**src/rtl/apb_bus_pkg.sv**
```systemverilog
// Shared types and constants for the CPU data-port to APB3 bridge.
package apb_bus_pkg;

    typedef enum logic [1:0] {
        ST_IDLE,
        ST_SETUP,
        ST_ACCESS,
        ST_RESP
    } state_t;

    localparam int SLV_COUNT = 4;

    localparam logic [SLV_COUNT-1:0][19:0] SLV_BASE = {
        20'h10003,
        20'h10002,
        20'h10001,
        20'h10000
    };

    localparam logic [2:0] F3_B  = 3'b000;
    localparam logic [2:0] F3_H  = 3'b001;
    localparam logic [2:0] F3_W  = 3'b010;
    localparam logic [2:0] F3_BU = 3'b100;
    localparam logic [2:0] F3_HU = 3'b101;

    function automatic logic func3_ok(input logic [2:0] f3);
        return (f3 == F3_B) || (f3 == F3_H) || (f3 == F3_W) ||
               (f3 == F3_BU) || (f3 == F3_HU);
    endfunction

    function automatic logic [3:0] strb_gen(
        input logic [2:0] f3,
        input logic [1:0] lo
    );
        logic [3:0] s;
        s = 4'b0000;
        unique case (1'b1)
            (f3[1:0] == 2'b00): s = 4'b0001 << lo;
            (f3[1:0] == 2'b01): s = 4'b0011 << {lo[1], 1'b0};
            (f3[1:0] == 2'b10): s = 4'b1111;
            default:            s = 4'b0000;
        endcase
        return s;
    endfunction

endpackage

```
**src/rtl/apb_lane_align.sv**
```systemverilog
// Byte-lane steering: strobes, write replication, read alignment.
module apb_lane_align
    import apb_bus_pkg::*;
(
    input  logic [2:0]  i_func3,
    input  logic [1:0]  i_lo,
    input  logic [31:0] i_wdata,
    input  logic [31:0] i_prdata,
    output logic [3:0]  o_strb,
    output logic [31:0] o_pwdata,
    output logic [31:0] o_rdata,
    output logic        o_misaligned
);

    assign o_strb  = strb_gen(i_func3, i_lo);
    assign o_rdata = i_prdata >> {i_lo, 3'b000};

    always_comb begin
        o_pwdata     = i_wdata;
        o_misaligned = 1'b0;
        unique case (1'b1)
            (i_func3[1:0] == 2'b00): begin
                o_pwdata = {4{i_wdata[7:0]}};
            end
            (i_func3[1:0] == 2'b01): begin
                o_pwdata     = {2{i_wdata[15:0]}};
                o_misaligned = i_lo[0];
            end
            (i_func3[1:0] == 2'b10): begin
                o_misaligned = (i_lo != 2'b00);
            end
            default: ;
        endcase
    end

endmodule

```
**src/rtl/apb_bus_bridge.sv**
```systemverilog
// Single-outstanding CPU data-port to APB3 bridge, four fixed slaves.
module apb_bus_bridge
    import apb_bus_pkg::*;
#(
    parameter int TIMEOUT = 255
) (
    input  logic                    clk,
    input  logic                    rst,
    input  logic                    busReq,
    input  logic [31:0]             busAddr,
    input  logic [31:0]             busWData,
    input  logic                    busWe,
    input  logic [2:0]              busFunc3,
    output logic [31:0]             busRData,
    output logic                    busReady,
    output logic                    busErr,
    output logic [31:0]             PADDR,
    output logic [SLV_COUNT-1:0]    PSEL,
    output logic                    PENABLE,
    output logic                    PWRITE,
    output logic [31:0]             PWDATA,
    output logic [3:0]              PSTRB,
    input  logic [SLV_COUNT*32-1:0] PRDATA,
    input  logic [SLV_COUNT-1:0]    PREADY
);

    localparam logic [7:0] TO_LAST = 8'(TIMEOUT - 1);

    state_t      r_state;
    logic [2:0]  r_func3;
    logic [1:0]  r_lo;
    logic [1:0]  r_idx;
    logic [7:0]  r_cnt;

    logic        w_idle;
    logic [2:0]  w_f3;
    logic [1:0]  w_lo;
    logic        w_hit;
    logic [1:0]  w_idx;
    logic [31:0] w_prdata;
    logic [3:0]  w_strb;
    logic [31:0] w_pwdata;
    logic [31:0] w_rdata;
    logic        w_mis;
    logic        w_legal;
    logic        w_ready;
    logic        w_tmo;

    // In IDLE the aligner looks at the live request; afterwards at the latch.
    assign w_idle   = (r_state == ST_IDLE);
    assign w_f3     = w_idle ? busFunc3 : r_func3;
    assign w_lo     = w_idle ? busAddr[1:0] : r_lo;
    assign w_prdata = PRDATA[{r_idx, 5'b00000} +: 32];

    always_comb begin
        w_hit = 1'b0;
        w_idx = 2'b00;
        for (int i = 0; i < SLV_COUNT; i++) begin
            if (busAddr[31:12] == SLV_BASE[i]) begin
                w_hit = 1'b1;
                w_idx = i[1:0];
            end
        end
    end

    apb_lane_align u_align (
        .i_func3      (w_f3),
        .i_lo         (w_lo),
        .i_wdata      (busWData),
        .i_prdata     (w_prdata),
        .o_strb       (w_strb),
        .o_pwdata     (w_pwdata),
        .o_rdata      (w_rdata),
        .o_misaligned (w_mis)
    );

    assign w_legal = w_hit && func3_ok(busFunc3) && !w_mis;
    assign w_ready = PREADY[r_idx];
    assign w_tmo   = (TIMEOUT != 0) && (r_cnt == TO_LAST);

    always_ff @(posedge clk) begin
        if (rst) begin
            r_state  <= ST_IDLE;
            r_func3  <= 3'b000;
            r_lo     <= 2'b00;
            r_idx    <= 2'b00;
            r_cnt    <= 8'd0;
            busRData <= 32'd0;
            busReady <= 1'b0;
            busErr   <= 1'b0;
            PADDR    <= 32'd0;
            PSEL     <= '0;
            PENABLE  <= 1'b0;
            PWRITE   <= 1'b0;
            PWDATA   <= 32'd0;
            PSTRB    <= 4'b0000;
        end else begin
            busReady <= 1'b0;
            busErr   <= 1'b0;
            busRData <= 32'd0;
            unique case (r_state)
                ST_IDLE: begin
                    if (busReq && w_legal) begin
                        r_state <= ST_SETUP;
                        r_func3 <= busFunc3;
                        r_lo    <= busAddr[1:0];
                        r_idx   <= w_idx;
                        PADDR   <= {busAddr[31:2], 2'b00};
                        PWRITE  <= busWe;
                        PWDATA  <= w_pwdata;
                        PSTRB   <= busWe ? w_strb : 4'b0000;
                        PSEL    <= 4'b0001 << w_idx;
                    end else if (busReq) begin
                        r_state  <= ST_RESP;
                        busReady <= 1'b1;
                        busErr   <= 1'b1;
                    end
                end
                ST_SETUP: begin
                    r_state <= ST_ACCESS;
                    PENABLE <= 1'b1;
                    r_cnt   <= 8'd0;
                end
                ST_ACCESS: begin
                    if (w_ready) begin
                        r_state  <= ST_IDLE;
                        busReady <= 1'b1;
                        busRData <= PWRITE ? 32'd0 : w_rdata;
                        PSEL     <= '0;
                        PENABLE  <= 1'b0;
                    end else if (w_tmo) begin
                        r_state  <= ST_IDLE;
                        busReady <= 1'b1;
                        busErr   <= 1'b1;
                        PSEL     <= '0;
                        PENABLE  <= 1'b0;
                    end else if (r_cnt != 8'hFF) begin
                        r_cnt <= r_cnt + 8'd1;
                    end
                end
                ST_RESP: begin
                    r_state <= ST_IDLE;
                end
                default: begin
                    r_state <= ST_IDLE;
                end
            endcase
        end
    end

endmodule

```
**config.mk**
```make
export PLATFORM = sky130hd
export DESIGN_NAME = apb_bus_bridge
export DESIGN_NICKNAME = d
export VERILOG_FILES = /design/src/rtl/apb_bus_pkg.sv /design/src/rtl/apb_lane_align.sv /design/src/rtl/apb_bus_bridge.sv
export SDC_FILE = /design/constraint.sdc
export NUM_CORES = 1
export LEC_CHECK = 0
export BUFFER_PORTS_ARGS = -buffer_cell sky130_fd_sc_hd__clkbuf_2
export CORE_AREA = 2 2 119 121
export CTS_CLUSTER_DIAMETER = 40
export DETAILED_ROUTE_END_ITERATION = 10
export DIE_AREA = 0 0 121 123
export PLACE_DENSITY_LB_ADDON = 0.25
export SYNTH_ARGS = -nofsm -noshare
export SYNTH_HDL_FRONTEND = slang
export SYNTH_HIERARCHICAL = 1
export SYNTH_SLANG_ARGS = --single-unit
```
**constraint.sdc**
```tcl
create_clock -name clk -period 3.2 [get_ports clk]
set_input_delay 0.32 -clock clk [delete_from_list [all_inputs] [get_ports clk]]
set_output_delay 0.32 -clock clk [all_outputs]
set_load 0.05 [all_outputs]
```
### Word level (Yosys, flattened, before mapping)

Index checks and enable logic that the tools add are counted.
Widths: inputs -> output; s select.

* bits in registers: 122
* input port bits: 203
* output and inout bits: 108
* word-level logic and storage cells: 102

* add/subtract/negate cells: 1
* order comparisons: 1
* equality and inequality tests: 21
* shift operators: 5
* muxes and demuxes: 38
* bitwise gates (word level): 2
* reductions and logical operators: 20

Operator list (count)
* $shiftx 128x8->32: 1
* $eq 20x17->1 const B: 4
* $pmux 32 s2: 1
* $shr 32x5->32: 1
* $mux 8: 3
* $mux 2: 8
* $mux 4: 4
* $pmux 8 s2: 1
* $mux 1: 13
* $pmux 4 s3: 1
* $add 8x1->8 const B: 1
* $eq 8x8->1 const B: 1
* $ne 8x8->1 const B: 1
* $pmux 1 s2: 4
* $pmux 2 s4: 1
* $pmux 4 s2: 1
* $shl 1x2->4 const A: 2
* $eq 2x2->1 const B: 3
* $eq 3x3->1 const B: 2
* $ne 2x2->1 const B: 3
* $reduce_and 2->1: 3
* $reduce_bool 2->1: 3
* $eq 2x1->1 const B: 2
* $logic_not 2->1: 2
* 16 further kinds: 22

### Longest topological paths before layout

* depth after elaboration: 10
* depth in mapped cells: 13
* gate-level depth less buffers: 10

### Modules after synthesis

Netlist, hierarchy kept.

Modules (own cells, without submodules)
* apb_bus_bridge: instances 1, cells an instance 509, area an instance 5013.6 um^2, sequential area each 2462.4 um^2
* apb_lane_align: instances 1, cells an instance 183, area an instance 1144.8 um^2, sequential area each 0.0 um^2

### Worst setup path after synthesis

OpenSTA, ideal clock, no wires.

* path kind: reg2reg
* start: register r_state[0]
* end: register PADDR[26]
* setup time: 115 ps
* arrival: 2688 ps
* slack: 396 ps
* stages on the path, launching flop included: 12
* path buffers: 3
* path through: dfxtp_1 > nor2_2 > mux2_2 > buf_2 > inv_1 > ha_1 > a21boi_1 > nand4b_1 > or3_1 > clkbuf_1 > clkbuf_1 > and3_1

* word-level cells in the longest chain between the ends: 8
* elaborated cells on any way between the ends: 11
* classes of those cells: eq/ne: 2; mux: 3; reduce/logical: 6

RTL lines
* from (decl): RTL line apb_bus_bridge.sv:29 `state_t r_state;`
* from (signal assigned): RTL line apb_bus_bridge.sv:83 `r_state <= ST_IDLE;`
* from (signal assigned): RTL line apb_bus_bridge.sv:104 `r_state <= ST_SETUP;`
* from (signal assigned): RTL line apb_bus_bridge.sv:114 `r_state <= ST_RESP;`
* $logic_not 2->1 *: RTL line apb_bus_bridge.sv:50 `assign w_idle = (r_state == ST_IDLE);`
* $mux 2 *: RTL line apb_bus_bridge.sv:51 `assign w_f3 = w_idle ? busFunc3 : r_func3;`
* via w_f3[1]: RTL line apb_bus_bridge.sv:36 `logic [2:0] w_f3;`
* $eq 2x2->1 or $eq 2x1->1 (tied branches): RTL line apb_lane_align.sv:29, apb_lane_align.sv:25
* $pmux 1 s2 *: RTL line apb_lane_align.sv:21 `unique case (1'b1)`
* via w_mis: RTL line apb_bus_bridge.sv:44 `logic w_mis;`
* $logic_not 1->1 *: RTL line apb_bus_bridge.sv:77 `assign w_legal = w_hit && func3_ok(busFunc3) && !w_mis;`
* $logic_and 1x1->1 *: RTL line apb_bus_bridge.sv:77
* $logic_and 1x1->1 *: RTL line apb_bus_bridge.sv:103 `if (busReq && w_legal) begin`
* $reduce_and 2->1 (no line) *
* to (signal assigned): RTL line apb_bus_bridge.sv:108 `PADDR <= {busAddr[31:2], 2'b00};`
* to (decl): RTL line apb_bus_bridge.sv:17 `output logic [31:0] PADDR,`

Mark *: on every way through the listed nets, which the timed path passes. The rest lies on a longest branch.
A chain may end at the register's enable or synchronous reset.

### Final worst setup path

* start: register r_state[0]
* end: register PADDR[24]

Same word-level chain as after synthesis.

==> out/summary.txt <==
First-pass GRT wire length: 28,600 microns
Period utilisation layout: 91.8%
Via/cell ratio: 5.12
Net count, final: 1,178
CTS Buf Count: 17
DRT Pass-1 Iters: 5
H-tree depth: 4
DP Cell Count: 1,129
Synth Area per Inst: 8.90 sq um
Drt drc: 0
TritonCTS clock tree: built
Area delta synth->final: 33.8%
Non-Filler Instances: 1,161
Worst Setup Path Type: reg -> reg
Pwr Density: 470 nW/um^2
Grt ovf: 0
Post-CTS Hold Fix Bufs: 0
Initial DRC Count: 388
Cts repair resizes: 0
Leakage: 0.00371 uW
Post-DP HPWL: 14,400 microns
YS warnings: 6
Input/output buffers: 308
Number of max-cap violations: 0
CP Data Arrival Time: 3.25 ns
Routability congestion estimate: 0.835
I/O pin total: 311
Clk sink count: 122
Row cnt: 43
Ratio of cells with drive above 1 in the final layout: 41.5%
Synth Cell Area: 6110 sq um
Overall power: 3850 uW
CP Capture Type: flop
Total GRT Usage: 24.8%
Chip Width: 121 microns
Setup-failing EPs final: 0
Worst hold path class: in -> reg
Skew final: 0.00722 ns
Unrepaired setup endpoints after global routing: false
Hold Slack: 0.119 ns
Type of origin of the critical path: flop
Via count: 5,948
Fin. max-slew vios: 0
Number of global-route vias before repair: 5,612
Fin crit period: 2.94 ns
Final Core Density: 60.1%
Clock Root Buffer: clkbuf_16
DR WL/cell: 16.3 microns
Antenna-violating nets left: 0
Setup_tns: 0 ns
Setup Fix Bufs, Post-CTS: 0
Initial antenna violation count: 0
Bufs on Longest Clock Path: 2
Worst slew pin tran: 0.730 ns
Wire length after detailed routing: 18,900 microns
# diodes: 0
Starting density of the core: 44.9%
Max_slew headroom: 51.2%
Die H: 123 microns
Clock slew at reported path FFs: 0.06 ns
Max VDD drop: 0.000296 V
CORE AREA: 13,600 sq um
Die area: 14,900 sq um
Worst-path fanout max: 37
Status: finished clean
Largest net degree at the start of global routing: 66
Post-Synthesis Cells: 687
FMAX: 340 MHz
Worst-Skew Late Latency: 0.42 ns
Final Hold Viols: 0
Worst endpoint required time: 3.52 ns
==> cell usage in the layout (no fill, tap or decap), types with 10 or more instances in the layout <==
| master | instances |
|---|---|
| nand2_1 | 143 |
| clkbuf_2 | 308 |
| mux2_2 | 13 |
| mux2i_1 | 21 |
| buf_4 | 11 |
| and3_1 | 19 |
| and2_1 | 41 |
| a211oi_1 | 10 |
| nor2_1 | 42 |
| a21oi_1 | 84 |
| clkbuf_16 | 17 |
| o21ai_0 | 19 |
| nand3_1 | 13 |
| dfxtp_1 | 121 |
| mux4_2 | 33 |
==> registers in the layout, summed over array words and instances, names as in the netlist <==
| register | flops |
|---|---|
| r_cnt | 8 |
| r_state | 2 |
| PSTRB | 4 |
| PSEL | 4 |
| busErr | 1 |
| r_lo | 2 |
| PADDR | 30 |
| PENABLE | 1 |
| PWRITE | 1 |
| busRData | 32 |
| busReady | 1 |
| PWDATA | 32 |
| r_func3 | 2 |
| r_idx | 2 |
==> through the flow <==
step                      setup WS (ns)  cell area [sq um]
after CTS                         0.246               8180
final                             0.262               8180
after global routing             0.0127               8180
after detailed placement          0.274               7640
after global placement            0.355               7640
after floorplan                   0.427               6120
==> final timing paths <==
check                                 from  depth (start not counted)  slack, ns   endpoint
worst max register to register  r_state[0]                         10       0.26  PADDR[24]
worst min register to register    PSTRB[1]                          2       0.45   PSTRB[1]
worst min-delay path            busAddr[5]                          3       0.12   PADDR[5]
worst max-delay path            r_state[0]                         10       0.26  PADDR[24]
==> area by class of cell <==
class,instances,area (sq um)
Clock buffer,17,425
Inverter,7,26.3
Multi-Input combinational cell,501,3320
Fill cell,1240,5430
Tap cell,180,225
Clock inverter,15,115
Timing Repair Buffer,319,1620
Sequential cell,122,2440
==> metal layers <==
layer	routed length (microns)	global-route usage (%)	share of wire, %
met5	0	0	0
met4	398	9.30	2.1
met3	1620	8.44	8.6
met2	9300	42.5	49
met1	7550	28.7	40
==> critical path, cell delays in order, from the launching register on <==
cell and delay (ns):
dfxtp_1 0.42, nor2_2 0.09, mux2_2 0.39, inv_1 0.13, ha_1 0.27, o21ai_0 0.18, a21boi_1 0.08, nand4b_1 0.26
or3_2 0.52, buf_4 0.26, and3_1 0.23
==> power breakdown <==
group	internal, uW	switching (uW)
sequential	1530	7.98
clock	1000	762
combinational	240	306
total	2770	1080
Note: power is estimated with default switching activity, not from simulation.
